## src/rtl/writeback_unit_pkg.sv

```systemverilog
// Shared rv32i writeback definitions: widths, load funct3 encodings, FSM states.
package writeback_unit_pkg;
  localparam int DATA_WIDTH     = 32;
  localparam int REG_ADDR_WIDTH = 5;

  localparam logic [2:0] F3_LB  = 3'b000;
  localparam logic [2:0] F3_LH  = 3'b001;
  localparam logic [2:0] F3_LW  = 3'b010;
  localparam logic [2:0] F3_LBU = 3'b100;
  localparam logic [2:0] F3_LHU = 3'b101;

  typedef enum logic [0:0] {
    WB_IDLE      = 1'b0,
    WB_WAIT_LOAD = 1'b1
  } wb_state_e;
endpackage

```

## src/rtl/writeback_unit_load_formatter.sv

```systemverilog
// Combinational load data formatter: selects byte/halfword by offset and extends.
module load_formatter #(
  parameter int DATA_WIDTH = 32
) (
  input  logic [2:0]            funct3,
  input  logic [1:0]            addr_lo,
  input  logic [DATA_WIDTH-1:0] word,
  output logic [DATA_WIDTH-1:0] data
);
  import writeback_unit_pkg::*;

  logic [7:0]  b;
  logic [15:0] h;

  assign b = word[{addr_lo, 3'b000} +: 8];
  assign h = word[{addr_lo[1], 4'b0000} +: 16];

  always_comb begin
    data = word;
    unique case (funct3)
      F3_LB:   data = {{(DATA_WIDTH-8){b[7]}}, b};
      F3_LBU:  data = {{(DATA_WIDTH-8){1'b0}}, b};
      F3_LH:   data = {{(DATA_WIDTH-16){h[15]}}, h};
      F3_LHU:  data = {{(DATA_WIDTH-16){1'b0}}, h};
      default: data = word;  // LW and reserved encodings pass the full word
    endcase
  end
endmodule

```

## src/rtl/writeback_unit.sv

```systemverilog
// Register-file write-port initiator: 1-cycle ALU commit, load sequencing, decode stall.
// Optional: define WB_BYPASS_EN for bypass outputs in place of the in-flight stall term.
module writeback_unit #(
  parameter int DATA_WIDTH     = writeback_unit_pkg::DATA_WIDTH,
  parameter int REG_ADDR_WIDTH = writeback_unit_pkg::REG_ADDR_WIDTH,
  parameter int LOAD_TIMEOUT   = 255
) (
  input  logic                      CLK,
  input  logic                      RSTn,
  input  logic                      ex_valid,
  output logic                      ex_ready,
  input  logic                      ex_is_load,
  input  logic [REG_ADDR_WIDTH-1:0] ex_rd,
  input  logic [DATA_WIDTH-1:0]     ex_data,
  input  logic [2:0]                ex_funct3,
  input  logic [1:0]                ex_addr_lo,
  input  logic                      mem_rsp_valid,
  input  logic [DATA_WIDTH-1:0]     mem_rsp_data,
  input  logic [REG_ADDR_WIDTH-1:0] dec_rs1_addr,
  input  logic [REG_ADDR_WIDTH-1:0] dec_rs2_addr,
  output logic                      hazard_stall,
  output logic                      rf_write_enable,
  output logic [REG_ADDR_WIDTH-1:0] rf_write_addr,
  output logic [DATA_WIDTH-1:0]     rf_write_data,
  output logic                      load_timeout_err
`ifdef WB_BYPASS_EN
  ,
  output logic                      byp_rs1_hit,
  output logic                      byp_rs2_hit,
  output logic [DATA_WIDTH-1:0]     byp_data
`endif
);
  import writeback_unit_pkg::*;

  localparam logic [7:0] TO_LAST = 8'(LOAD_TIMEOUT - 1);

  wb_state_e                 state_q, state_d;
  logic                      pend_q, pend_d;
  logic [REG_ADDR_WIDTH-1:0] pend_rd_q, pend_rd_d;
  logic [2:0]                f3_q, f3_d;
  logic [1:0]                alo_q, alo_d;
  logic [7:0]                cnt_q, cnt_d;
  logic                      we_q, we_d;
  logic [REG_ADDR_WIDTH-1:0] waddr_q, waddr_d;
  logic [DATA_WIDTH-1:0]     wdata_q, wdata_d;
  logic                      err_q, err_d;
  logic [DATA_WIDTH-1:0]     load_data;

  load_formatter #(.DATA_WIDTH(DATA_WIDTH)) u_fmt (
    .funct3  (f3_q),
    .addr_lo (alo_q),
    .word    (mem_rsp_data),
    .data    (load_data)
  );

  always_ff @(posedge CLK or negedge RSTn) begin
    if (!RSTn) begin
      state_q   <= WB_IDLE;
      pend_q    <= 1'b0;
      pend_rd_q <= '0;
      f3_q      <= '0;
      alo_q     <= '0;
      cnt_q     <= '0;
      we_q      <= 1'b0;
      waddr_q   <= '0;
      wdata_q   <= '0;
      err_q     <= 1'b0;
    end else begin
      state_q   <= state_d;
      pend_q    <= pend_d;
      pend_rd_q <= pend_rd_d;
      f3_q      <= f3_d;
      alo_q     <= alo_d;
      cnt_q     <= cnt_d;
      we_q      <= we_d;
      waddr_q   <= waddr_d;
      wdata_q   <= wdata_d;
      err_q     <= err_d;
    end
  end

  always_comb begin
    state_d   = state_q;
    pend_d    = pend_q;
    pend_rd_d = pend_rd_q;
    f3_d      = f3_q;
    alo_d     = alo_q;
    cnt_d     = cnt_q;
    we_d      = 1'b0;
    waddr_d   = waddr_q;
    wdata_d   = wdata_q;
    err_d     = 1'b0;
    ex_ready  = 1'b0;
    unique case (state_q)
      WB_IDLE: begin
        ex_ready = 1'b1;
        if (ex_valid && ex_is_load) begin
          pend_d    = 1'b1;
          pend_rd_d = ex_rd;
          f3_d      = ex_funct3;
          alo_d     = ex_addr_lo;
          cnt_d     = '0;
          state_d   = WB_WAIT_LOAD;
        end else if (ex_valid) begin
          we_d    = (ex_rd != '0);
          waddr_d = ex_rd;
          wdata_d = ex_data;
        end
      end
      WB_WAIT_LOAD: begin
        cnt_d = cnt_q + 8'd1;
        // A response on the last allowed cycle still completes the load.
        if (mem_rsp_valid) begin
          we_d    = (pend_rd_q != '0);
          waddr_d = pend_rd_q;
          wdata_d = load_data;
          pend_d  = 1'b0;
          state_d = WB_IDLE;
        end else if (cnt_q == TO_LAST) begin
          err_d   = 1'b1;
          pend_d  = 1'b0;
          state_d = WB_IDLE;
        end
      end
      default: state_d = WB_IDLE;
    endcase
  end

  assign rf_write_enable  = we_q;
  assign rf_write_addr    = waddr_q;
  assign rf_write_data    = wdata_q;
  assign load_timeout_err = err_q;

  logic load_hit, wr_hit1, wr_hit2;
  assign load_hit = pend_q && (pend_rd_q != '0) &&
                    ((dec_rs1_addr == pend_rd_q) || (dec_rs2_addr == pend_rd_q));
  assign wr_hit1  = we_q && (waddr_q != '0) && (waddr_q == dec_rs1_addr);
  assign wr_hit2  = we_q && (waddr_q != '0) && (waddr_q == dec_rs2_addr);

`ifdef WB_BYPASS_EN
  assign byp_rs1_hit  = wr_hit1;
  assign byp_rs2_hit  = wr_hit2;
  assign byp_data     = wdata_q;
  assign hazard_stall = load_hit;
`else
  // The register file commits at the end of this cycle, so decode would read stale data.
  assign hazard_stall = load_hit || wr_hit1 || wr_hit2;
`endif
endmodule
```

## config.mk

```make
export PLATFORM = sky130hd
export DESIGN_NAME = writeback_unit
export DESIGN_NICKNAME = d
export VERILOG_FILES = /design/src/rtl/writeback_unit_pkg.sv /design/src/rtl/writeback_unit_load_formatter.sv /design/src/rtl/writeback_unit.sv
export SDC_FILE = /design/constraint.sdc
export NUM_CORES = 1
export LEC_CHECK = 0
export ABC_AREA = 0
export CAP_MARGIN = 20
export CORE_UTILIZATION = 35
export CTS_CLUSTER_DIAMETER = 80
export DETAILED_ROUTE_END_ITERATION = 10
export MAX_ROUTING_LAYER = met4
export PLACE_DENSITY = 0.74
export SLEW_MARGIN = 20
export SYNTH_ARGS = -nofsm -noshare
export SYNTH_HDL_FRONTEND = slang
export SYNTH_SLANG_ARGS = --single-unit
```

## constraint.sdc

```tcl
create_clock -name CLK -period 3.8 [get_ports CLK]
set_input_delay 1.14 -clock CLK [delete_from_list [all_inputs] [get_ports CLK]]
set_output_delay 1.14 -clock CLK [all_outputs]
set_load 0.05 [all_outputs]
```

# Word level (Yosys, flattened, before mapping)
# Cells that the tools add are included.
[classes]
addsub = 1
mul = 0
n_div = 0
magnitude_cmp = 0
eq_ne = 13
shifts = 2
mux = 27
bitwise_logic = 1
n_reduce_logical = 16
[op_table]
columns = ["operator", "count"]
rows = [
  ["32-bit case mux with 4 select lines", 1],
  ["32-bit two-way mux", 3],
  ["32-bit case mux with 2 select lines", 1],
  ["32-bit by 6-bit indexed part select with 16-bit output", 1],
  ["32-bit by 6-bit indexed part select with 8-bit output", 1],
  ["5-bit equality test", 4],
  ["8-bit case mux with 2 select lines", 1],
  ["5-bit two-way mux", 3],
  ["5-bit nonzero test", 3],
  ["1-bit two-way mux", 13],
  ["5-bit case mux with 2 select lines", 1],
  ["8-bit by 1-bit adder with 8-bit output, second input constant", 1],
  ["8-bit equality test, second input constant", 1],
  ["8-bit two-way mux", 1],
  ["2-bit inequality test, second input constant", 4],
  ["3-bit equality test, second input constant", 2],
  ["1-bit logical AND", 6],
  ["1-bit case mux with 2 select lines", 3],
  ["2-bit AND reduction", 2],
  ["3-bit by 1-bit equality test with 1-bit output, second input constant", 1],
  ["3-bit zero test", 1],
  ["1-bit logical OR", 3],
  ["3-bit by 2-bit inequality test with 1-bit output, second input constant", 1],
  ["3-bit AND reduction", 1],
  ["1-bit NOT", 1],
]
[word_totals]
register_bits = 59
latchBits = 0
ramBits = 0
rom_bits = 0
inputBits = 89
out_inout_bits = 41
word_cells = 70
n_memories = 0

# Depth between registers and ports, before layout
[logic_depth]
ltp_word = 5
depth_mapped = 7
mapped_depth_nobuf = 4

# By module
# From an unflattened synthesis, not the netlist that was laid out.
[unflattened]
cells_unflattened = 380
hier_area_um2 = 3731.1
[modules_own_cells]
columns = ["mod", "instances", "cells_per_inst", "area_each_um2", "seq_area_each_um2"]
rows = [
  ["writeback_unit", 1, 271, 3103.0, 1476.4],
  ["load_formatter", 1, 109, 628.1, 0.0],
]

# Least setup slack after synthesis
# No wires, ideal clock.
[synth_timing]
path_type = "in2out"
startpoint = "input dec_rs1_addr[4]"
endpoint = "output hazard_stall"
arrival_time_ns = 2.365
setup_slack_ns = 0.295
stages = 4
n_path_buf = 0
cell_sequence = "xor2_1 nor3_1 a22oi_1 o22ai_1"
[synth_between]
elab_chain_len = 5
elab_cells_between_ends = 7
cone_classes = "2 x eq/ne; 5 x reduce/logical"
[synth_rtl]
columns = ["item", "line_no", "rtl"]
rows = [
  ["from (decl)", "writeback_unit.sv:19", "input logic [REG_ADDR_WIDTH-1:0] dec_rs1_addr,"],
  ["5-bit equality test", "writeback_unit.sv:136", "((dec_rs1_addr == pend_rd_q) || (dec_rs2_addr == pend_rd_q));"],
  ["1-bit logical OR", "writeback_unit.sv:136", ""],
  ["1-bit logical AND", "writeback_unit.sv:135", "assign load_hit = pend_q && (pend_rd_q != '0) &&"],
  ["1-bit logical OR (*) (2 in series)", "writeback_unit.sv:147", "assign hazard_stall = load_hit || wr_hit1 || wr_hit2;"],
  ["to (decl)", "writeback_unit.sv:21", "output logic hazard_stall,"],
]
# Every way passes the cells marked *; elsewhere a longest branch is shown, timed or not.

# Worst setup path after layout
[layout_timing]
startpoint = "input dec_rs1_addr[0]"
endpoint = "output hazard_stall"
# Same word-level chain as after synthesis.

==> summary.md <==
| Metric | Value |
|---|---|
| Die area | `10400 µm²` |
| Fmax | `264 MHz` |
| Root cell of the clock tree | `clkbuf_8` |
| Post-CTS setup buffer count | `0` |
| Antenna diodes | `0` |
| Fin crit period | `3790 ps` |
| Status | `complete, no violations` |
| XOR/XNOR share of the synthesized area | `0.0527` |
| CP required | `2660 ps` |
| Post-synthesis cell type count | `41` |
| Final worst path period share | `0.996` |
| Skew-Pair Late Insertion Delay | `340 ps` |
| Core ar. | `9730 µm²` |
| Largest family of logic cells by synthesized area | `compound AO/OA/AOI/OAI gates` |
| Top-Level Pins | `130` |
| Post-synthesis register bit count | `59` |
| Fin. Hold Viols | `0` |
| Yosys warns | `0` |
| Critical path endpoint category | `output pin` |
| DR top layer | `met4` |
| Clock-pin slew on the worst setup and hold paths | `60 ps` |
| Fin cells | `635` |
| Register area share after synthesis | `0.423` |
| Top cells by count, synth | `59 x dfrtp_1, 55 x nand2_1, 28 x nor2_1, 22 x o21ai_0` |
| Post-Route Skew | `7.42 ps` |
| DRC Markers | `0` |
| CTS Hold Bufs | `0` |
| Top cells by area, synth | `dfrtp_1 42%, nand2_1 5.9%, mux2i_1 5.7%, xor2_1 5.0%, a211oi_2 3.6%` |
| WP buf/inv | `2` |
| Net Count, Synth | `467` |
| Synth Area in Simple Gates | `0.172` |
| Clock tree sinks | `59` |
| Maximum clock path buffer count | `2` |
| Post-synth EDFFs | `0` |
| Post-synthesis mux area share | `0.0992` |
| Adder-Cell Fraction of Synth Area | `0.00717` |
| Crit path cell chain | `clkdlybuf4s50_1 -> xor2_1 -> nor3_1 -> a22oi_1 -> o22ai_1 -> buf_12` |
| Final setup vio count | `0` |
| Largest net degree at the start of global routing | `49` |
| Power Density | `561 nW/µm²` |
| Row count | `36` |
| Vias | `3377` |
| Leading area contributor after synthesis | `dfrtp_1` |
| Synthesized area per cell | `9.29 µm²` |
| Worst-Margin Slew | `895 ps` |
| Die width | `102 µm` |
| # resized after CTS | `0` |
| Slew HR | `0.403` |
| Nets | `588` |
| Vias in the first global route | `3422` |
| Most used DFF post-synth | `dfrtp_1` |
| Global-route wire length before repair | `16.8 mm` |
| CP Data Arrival Time | `2650 ps` |
| Routability cong. | `0.803` |
| Remaining antenna violation count | `0` |
| Ys async rst share | `1.00` |
| Initial antenna violation count | `0` |
| Max-Cap Viols | `0` |
| Setup crit start kind | `primary input` |
| Crit path largest cell delay | `460 ps` |
| DP Wirelength | `8.19 mm` |
| Layout cells sized above 1 | `0.102` |
| RR Startpoint | `alo_q[1]` |
| Grt total ovfl | `0` |
| Fillers | `927` |
| Maximum vdd drop | `333 µV` |
| Metal3 WL | `626 µm` |
| # H-tree levels | `3` |
| Wire length per cell | `17.3 µm` |
| Final Max Tran Viols | `0` |
| CP Class | `primary input to output pin` |
| Crit-path leading delay family | `buffers and inverters` |
| Cell with the most instances after synthesis | `dfrtp_1` |
| HP Start | `cnt_q[7]` |
| IO buf count | `129` |
| Die height | `102 µm` |
| RSZ-0062 raised after global routing | `no` |
| Leak | `2.08 nW` |
| Area growth, synth to finish | `46.0%` |
| Placed Cells incl. Taps | `619` |
| Worst min-delay path class | `register to register` |
| GRT Util Overall | `0.219` |
| Worst setup startpoint | `dec_rs1_addr[0]` |
| Initial drt markers | `158` |
| Post-Route Setup TNS | `0 ps` |
| Slowest CP cell | `clkdlybuf4s50_1` |
| TritonRoute pass-1 iters | `4` |
| Post-Syn Area | `3490 µm²` |
| Initial Util | `0.359` |
| Worst Path Max Fanout | `2` |
| Mapped Cells | `376` |
| Final wirelength | `11.0 mm` |
| CTS buffer count | `9` |
| R2R setup slack | `1260 ps` |
| Vias per cell | `5.32` |
| Post-synthesis compound-gate area fraction | `0.204` |
| Yosys top cell area share | `0.423` |
| WL met2 | `5.35 mm` |
| Met1 wire length | `4.75 mm` |
| CTS tree | `done` |
[cell usage in the layout, fill, tap and decap left out, types with 11 or more instances in the layout]
cell	synthesis	routed
o21ai_0	22	22
dfrtp_1	59	59
nor2_1	28	27
nand2_1	55	55
xor2_1	20	20
o221ai_1	12	12
mux2_2	11	11
a21oi_1	17	17
nor3_1	20	20
mux2i_1	20	20
clkdlybuf4s50_1	0	126
[registers in the layout, indices dropped and copies added (netlist names)]
register	flops
state_q	1
rf_write_addr	5
cnt_q	8
pend_q	1
rf_write_data	32
pend_rd_q	5
f3_q	3
load_timeout_err	1
alo_q	2
rf_write_enable	1
[routing by layer]
layer | track usage | vias up
met1 | 0.280 | 1639
met2 | 0.350 | 117
met4 | 0.0747 | 0
met5 | - | -
li1 | - | 1605
met3 | 0.0424 | 16
[power by group]
group | switching, W | leakage [nW] | internal [W]
sequential | 0.000170 | 0.709 | 0.000785
clock | 0.000245 | 0.0991 | 0.000317
combinational | 0.000819 | 1.28 | 0.000521
total | 0.00123 | 2.08 | 0.00162
[area by class of cell]
type	count	area (µm²)	area share
clock inverter	5	52.6	0.0103
tap	133	166	0.0326
timing repair buffer	136	1360	0.267
multi-input combinational	284	1880	0.368
sequential	59	1480	0.290
inverter	7	26.3	0.00515
clock buffer	11	141	0.0277
[cell families (layout without fill, tap and decap cells)]
kind of cell	Yosys count	after routing
AOI/OAI and AO/OA	96	96
DFF	59	59
and+or+nand+nor	133	133
xor gates and xnor gates	21	21
muxes	32	32
buffers and inverters	33	159
adders and majority gates	2	2
[metrics by stage]
step           instance area, µm²  utilization  hold WS (ps)  setup slack [ps]  total power [W]
4_1_cts                      5100        0.524           466              53.5          0.00288
6_report                     5100        0.524           465              13.9          0.00286
5_1_grt                      5100        0.524           501              24.8          0.00301
3_5_place_dp                 4900        0.504           458              61.3          0.00230
3_3_place_gp                 4900        0.504           456               171          0.00227
2_1_floorplan                3490            -           437               295          0.00180
[worst reg2reg max path, cell delays in order (launching register included)]
cell and delay, ps:
dfrtp_1 830, mux4_2 610, or2_4 260, a21oi_4 530, a211oi_2 170
[worst paths after layout]
kind | end | depth (start not counted)
max | hazard_stall | 6
min | cnt_q[7] | 1
max reg2reg | rf_write_data[27] | 4
min reg2reg | cnt_q[7] | 1
max in group asynchronous | rf_write_data[25] | 2
min in group asynchronous | rf_write_data[4] | 1
Note: power is estimated with default switching activity, not from simulation.
